<file path="config.mk">
export PLATFORM = sky130hd
export DESIGN_NAME = counter_mod_n_down
export DESIGN_NICKNAME = d
export VERILOG_FILES = /design/src/rtl/counter_mod_n_down.sv
export SDC_FILE = /design/constraint.sdc
export NUM_CORES = 1
export LEC_CHECK = 0
export ABC_AREA = 1
export BUFFER_PORTS_ARGS = -buffer_cell sky130_fd_sc_hd__buf_2
export CAP_MARGIN = 20
export CORE_AREA = 2 2 39 41
export CTS_BUF_LIST = sky130_fd_sc_hd__clkbuf_8
export DETAILED_ROUTE_END_ITERATION = 12
export DIE_AREA = 0 0 41 43
export GPL_TIMING_DRIVEN = 0
export SETUP_SLACK_MARGIN = 0.1
export SLEW_MARGIN = 20
export SYNTH_ARGS = -nofsm -noshare
export SYNTH_HDL_FRONTEND = slang
export SYNTH_SLANG_ARGS = --single-unit
export TNS_END_PERCENT = 10
</file>
<file path="constraint.sdc">
create_clock -name clk -period 1 [get_ports clk]
set_input_delay 0.2 -clock clk [delete_from_list [all_inputs] [get_ports clk]]
set_output_delay 0.2 -clock clk [all_outputs]
set_load 0.05 [all_outputs]
</file>
<file path="src/rtl/counter_mod_n_down.sv">
// Loadable mod-N down-counter / interval timer with a one-cycle terminal-count
// pulse and one-shot or periodic reload.
//
// Ports:
//   clk        in  1  system clock, rising edge
//   rst        in  1  asynchronous reset, active-low
//   en         in  1  count enable
//   load       in  1  load i_val and start running (priority over en)
//   i_periodic in  1  1 = reload on terminal count, 0 = one-shot
//   i_val      in  W  start/reload value, clamped to N-1
//   o_cnt      out W  current count
//   o_tc       out 1  registered terminal-count pulse
//   o_busy     out 1  high while running
module counter_mod_n_down #(
    parameter int unsigned N = 8,
    parameter int unsigned W = (N > 1) ? $clog2(N) : 1
) (
    input  logic         clk,
    input  logic         rst,
    input  logic         en,
    input  logic         load,
    input  logic         i_periodic,
    input  logic [W-1:0] i_val,
    output logic [W-1:0] o_cnt,
    output logic         o_tc,
    output logic         o_busy
);

    typedef enum logic {
        IDLE = 1'b0,
        RUN  = 1'b1
    } state_t;

    localparam logic [W-1:0] MAXV = W'(N - 1);

    state_t       state_q, state_d;
    logic [W-1:0] cnt_q, cnt_d;
    logic [W-1:0] rld_q, rld_d;
    logic         tc_q, tc_d;
    logic [W-1:0] val_clamped;

    // Compare at 32 bits so the clamp still works when N is a power of two
    // and N itself does not fit in W bits.
    assign val_clamped = (32'(i_val) >= N) ? MAXV : i_val;

    always_ff @(posedge clk or negedge rst) begin
        if (!rst) begin
            state_q <= IDLE;
            cnt_q   <= '0;
            rld_q   <= MAXV;
            tc_q    <= 1'b0;
        end else begin
            state_q <= state_d;
            cnt_q   <= cnt_d;
            rld_q   <= rld_d;
            tc_q    <= tc_d;
        end
    end

    always_comb begin
        state_d = state_q;
        cnt_d   = cnt_q;
        rld_d   = rld_q;
        tc_d    = 1'b0;
        if (load) begin
            // Load wins over a coinciding terminal count: no pulse.
            rld_d   = val_clamped;
            cnt_d   = val_clamped;
            state_d = RUN;
        end else if (state_q == RUN && en) begin
            if (cnt_q != '0) begin
                cnt_d = cnt_q - W'(1);
            end else begin
                tc_d = 1'b1;
                if (i_periodic) begin
                    cnt_d = rld_q;
                end else begin
                    state_d = IDLE;
                end
            end
        end
    end

    assign o_cnt  = cnt_q;
    assign o_tc   = tc_q;
    assign o_busy = (state_q == RUN);

endmodule

</file>
==> impl_metrics.toml, run 1 <==
[timing]
finalHoldViolations = 0
holdWs_ns = 0.160
finalSetupTns_ns = -0.794
relSlewSlack = 0.836
setup_ws_ns = -0.169
worst_pin_slew_ns = 0.247
clock_skew_ns = 0.0106
rsz0062_at_grt = "true"
period_needed_ns = 1.17
fmax_mhz = 856
finalCritPeriodShare = 1.17
drv_slew = 0
setup_violations = 8

[cts]
cts.sinks = 8
postCtsSetupBuffers = 0
clk_path_buf_depth = 2
clk_latency_ns = 0.24
cts_buffers = 3
h-tree-depth = 1
cts_root_buf = "clkbuf_8"
clkSlewWorstSetupHoldPaths_ns = 0.05
cts_tree = "yes"

[die]
core_area_sq_mm = 0.00138
initial_core_util = 0.334
die_h_um = 43
num_io_pins = 13
fp.dieW_um = 41
rows = 14
die_area_sq_mm = 0.00176

[cells_and_area]
multi_input_area_sq_um = 245
final_common_cell = "nand2_1"
syn_to_final_growth_pct = 42.8
post_route_cells_drive_above_1_share = 0.513
antennaDiodeCount = 0
final_cells = 92
nNetsFinal = 87
n_fill_cell = 138
seq_area_sq_um = 208
layout_common_cells = "22 x nand2_1, 7 x buf_2, 5 x inv_2, 5 x buf_6, 5 x inv_1"

[setup_path]
cpMaxStageDelayCell = "dfrtp_2"
cp_top_family = "simple AND/OR/NAND/NOR gates"
critPathKind = "flip-flop to flip-flop"
path_cells = "inv_4, ha_4, inv_2, nor2_4, nand2_2, nand2_4, nand2_1, nand3_2"
worstPathMaxFanout = 5
path_buf_inv = 2
reg2reg_from = "o_cnt[0]"
reg2reg_to = "o_cnt[0]"
worst_r2r_path_depth = 8
max_stage_delay_ns = 0.42
cp.arrival_ns = 1.34
r2r_setup_slack_ns = -0.17
start_kind = "flip-flop"
required_ns = 1.17
setup.worst_path.end_class = "flip-flop"

[placed_design]
dp_slack_ns = -0.196
io_buffer_count = 11
gp_congestion = 0.761
dp.cells = 87
place_hpwl_um = 684

[drt]
drc = 0
detail_route.first_pass.iterations = 3
wl_um = 897
detail_route.wl_per_cell_um = 9.75
vias = 406
vias_per_cell = 4.41
ant_nets = 0
drt_iter0_drc = 4

[global_route]
grt_usage = 0.144
grt_pass1_vias = 403
antenna_found_initial = 0
grt_pass1_wl_mm = 1.62
overflow = 0
grt_max_degree = 10

[synthesis]
ys_ff_latch = 8
ys_warn_count = 0
netlist_area_sq_um = 462
syn_area_per_cell_sq_um = 7.69
synth_cell_types = 16
synth_seq_area_share = 0.442
synthCells = 60
syn-num-nets = 70

[power_and_ir_drop]
p_leak_nw = 0.336
power_mw = 1.23
p_per_area_mw_per_mm2 = 1860
ir_drop_uv = 820

[status]
violations = "negative setup slack"
outcome = "complete, but fails checks"

[worst_hold_path]
holdPathStages = 2
holdPathEnd = "o_tc"
hp-start = "load"
hold_path_class = "primary input to flip-flop"

[flow_run]
maxCapViolCount = 0
## cells in the mapped netlist
library cell | count | share of area
ha_1 | 2 | 0.054
o21ai_0 | 4 | 0.043
inv_1 | 7 | 0.057
nand3_2 | 2 | 0.043
nand4_1 | 1 | 0.014
nor3_1 | 1 | 0.011
dfstp_2 | 3 | 0.17
nand2_2 | 2 | 0.027
buf_6 | 1 | 0.024
o21ai_2 | 1 | 0.019
nor2_1 | 1 | 0.0081
dfrtp_1 | 5 | 0.27
a21oi_1 | 1 | 0.011
nand2_1 | 24 | 0.20
inv_2 | 3 | 0.024
nor2_2 | 2 | 0.027
## layout make-up
cell class	count	area share
tap	16	0.0304
sequential	8	0.315
inverter	10	0.0607
timing repair buffer	12	0.137
clock buffer	3	0.0626
multi-input combinational	41	0.372
buffer	1	0.0171
clock inverter	1	0.00569
## cells by family (layout without fill, tap and decap cells)
kind of cell    count (synthesis)  count (layout)  share of synthesized area
flops                           8               8                      0.442
fa+ha+maj                       2               2                     0.0542
compound gates                  6               6                     0.0732
buf+inv                        11              27                      0.106
simple gates                   33              33                      0.325
## worst max path at each step
stage / from / end / slack (ns) / cells after the start
after detailed placement: o_cnt[0] / o_cnt[0] / -0.20 / 8
after floorplan: o_cnt[0] / o_cnt[2] / -0.30 / 8
final: o_cnt[0] / o_cnt[0] / -0.17 / 8
after global placement: o_cnt[0] / o_cnt[1] / -0.19 / 8
after CTS: o_cnt[0] / o_cnt[1] / -0.17 / 8
after global routing: o_cnt[0] / o_cnt[0] / -0.25 / 8
## power by group
part | internal (mW) | total, mW | switching, mW | leakage (nW)
clock | 0.267 | 0.409 | 0.142 | 0.0269
sequential | 0.374 | 0.416 | 0.0423 | 0.0873
combinational | 0.149 | 0.403 | 0.254 | 0.222
total | 0.790 | 1.23 | 0.438 | 0.336
## stage by stage
stage | area [sq um] | util
after floorplan | 480 | -
after global placement | 556 | 0.401
after detailed placement | 556 | 0.401
after CTS | 642 | 0.464
after global routing | 659 | 0.476
final | 659 | 0.476
## sequential cells by signal (all words and copies together), names as in the netlist
signal / cells
o_cnt: 3
rld_q: 3
o_busy: 1
o_tc: 1
## metal layers
metal | share of wire | GRT usage
met1 | 0.46 | 0.195
met4 | 0.049 | 0.140
met5 | 0 | 0
met2 | 0.45 | 0.178
met3 | 0.042 | 0.0314
## worst register-to-register path, stage by stage (launching register included)
cell and delay, ns:
dfrtp_2 0.42, inv_4 0.08, ha_4 0.14, inv_2 0.04, nor2_4 0.14, nand2_2 0.08, nand2_4 0.08, nand2_1 0.06
nand3_2 0.06
## timing repair
| item | CTS | global route |
|---|---|---|
| gates cloned | 0 | 0 |
| endpoints found under the hold margin | 5 | 0 |
| hold buffers | 1 | 0 |
| pin swaps | 0 | 6 |
| endpoints found under the setup margin | 10 | 10 |
| resized for setup | 10 | 7 |
Power figures use the tool's default switching activity.
==> run 2: changes to the inputs <==
--- a/config.mk
+++ b/config.mk
@@ -6,10 +6,11 @@
 export NUM_CORES = 1
 export LEC_CHECK = 0
 export ABC_AREA = 1
-export BUFFER_PORTS_ARGS = -buffer_cell sky130_fd_sc_hd__buf_2
+export BUFFER_PORTS_ARGS = -buffer_cell sky130_fd_sc_hd__buf_4
 export CAP_MARGIN = 20
 export CORE_AREA = 2 2 39 41
 export CTS_BUF_LIST = sky130_fd_sc_hd__clkbuf_8
+export CTS_CLUSTER_DIAMETER = 80
 export DETAILED_ROUTE_END_ITERATION = 12
 export DIE_AREA = 0 0 41 43
 export GPL_TIMING_DRIVEN = 0
==> impl_metrics.toml, run 2 (same netlist as run 1, synthesis figures left out) <==
[cells_and_area]
syn_to_final_growth_pct = 50.4
final_common_cell = "nand2_1"
final_cell_area_sq_um = 694
post_route_cells_drive_above_1_share = 0.532
layout_common_cells = "21 x nand2_1, 10 x buf_4, 6 x inv_2"
n_fill_cell = 130
final_cells = 95
antennaDiodeCount = 0
nNetsFinal = 90

[timing]
clock_skew_ns = 0.00727
worst_pin_slew_ns = 0.154
setup_ws_ns = -0.172
rsz0062_at_grt = "true"
finalHoldViolations = 0
drv_slew = 0
finalCritPeriodShare = 1.17
relSlewSlack = 0.897
finalSetupTns_ns = -0.755
setup_violations = 7
fmax_mhz = 853
period_needed_ns = 1.17

[power_and_ir_drop]
p_leak_nw = 0.355
power_mw = 1.26
p_per_area_mw_per_mm2 = 1810
ir_drop_uv = 829

[die]
initial_core_util = 0.334
fp.dieW_um = 41
die_h_um = 43
die_area_sq_mm = 0.00176
num_io_pins = 13
rows = 14
core_area_sq_mm = 0.00138

[cts]
cts_buffers = 3
cts_tree = "yes"
clkSlewWorstSetupHoldPaths_ns = 0.04
h-tree-depth = 1
clk_latency_ns = 0.23
clk_path_buf_depth = 2
cts_root_buf = "clkbuf_8"
cts.sinks = 8

[flow_run]
maxCapViolCount = 0

[setup_path]
reg2reg_from = "o_cnt[0]"
path_cells = "inv_2, ha_4, inv_2, nor2_4, o21ai_0, nand2_1, nand3_2"
critPathKind = "flip-flop to flip-flop"
required_ns = 1.11
start_kind = "flip-flop"
worstPathMaxFanout = 5
cp.arrival_ns = 1.28
cpMaxStageDelayCell = "dfrtp_2"
cp_top_family = "flip-flops"
cp-startpoint = "o_cnt[0]"
max_stage_delay_ns = 0.42
path_buf_inv = 2
path_common_cell = "inv_2"
setup.worst_path.end_class = "flip-flop"

[global_route]
antenna_found_initial = 0
grt_pass1_wl_mm = 1.64
grt_pass1_vias = 395
grt_max_degree = 10
overflow = 0
grt_usage = 0.146

[drt]
drc = 0
detail_route.first_pass.iterations = 2
drt_iter0_drc = 1
detail_route.wl_per_cell_um = 9.58
vias = 412
ant_nets = 0
vias_per_cell = 4.34
wl_um = 910

[worst_hold_path]
hold_path_class = "primary input to flip-flop"
hp-start = "load"

[placed_design]
dp.cells = 87
place_hpwl_um = 669
io_buffer_count = 11
gp_congestion = 0.799
placed_area_sq_um = 583

[status]
violations = "negative setup slack"
outcome = "complete, but fails checks"
## run 2: changes by cell type in the layout (fill, tap and decap cells not counted), sizes merged
cell  previous run  this run
buf             12        15
## run 2: final timing paths
kind                            end  slack, ns  cells after the start
max                        o_cnt[1]      -0.17                      7
min                            o_tc       0.17                      2
max reg2reg                o_cnt[1]      -0.17                      7
min reg2reg                rld_q[1]       0.46                      2
max in group asynchronous  rld_q[2]       0.45                      2
min in group asynchronous  o_cnt[0]       0.33                      2
## run 2: through the flow
stage               hold slack, ns  setup WS, ns   util
floorplan                  -0.0956        -0.301      -
global placement            0.0262        -0.199  0.421
detailed placement          0.0287        -0.198  0.421
CTS                          0.177        -0.163  0.482
global route                 0.189        -0.263  0.502
finish                       0.174        -0.172  0.502
## run 2: layer usage
metal  GRT usage  share of wire  vias up
li1            -              -      220
met1       0.203           0.43      176
met2       0.175           0.47       11
met3      0.0471          0.051        5
met4       0.120          0.044        0
met5           0              0        -
## run 2: area by class of cell
cell class / count / area (sq um) / share of cell area
clock buffer: 3 / 41.3 / 0.0595
sequential: 8 / 208 / 0.299
multi-input combinational: 41 / 243 / 0.350
inverter: 10 / 37.5 / 0.0541
clock inverter: 1 / 3.75 / 0.00541
buffer: 1 / 11.3 / 0.0162
timing repair buffer: 15 / 130 / 0.187
tap: 16 / 20.0 / 0.0288
## run 2: power breakdown
group          switching, mW  internal (mW)
clock                  0.134          0.266
combinational          0.261          0.181
sequential            0.0403          0.374
## run 2: repair_timing
action	in CTS	in global routing
endpoints found under the hold margin	8	0
gates resized for setup	6	5
hold buffers	1	0
cloned	0	0
endpoints found under the setup margin	10	10
buffers inserted	1	2
pin swaps	0	3
## run 2: worst reg2reg max path, cell delays in order (launching register included)
cell and delay [ns]:
dfrtp_2 0.42, inv_2 0.09, ha_4 0.14, inv_2 0.04, nor2_4 0.14, o21ai_0 0.09
nand2_1 0.08, nand3_2 0.05
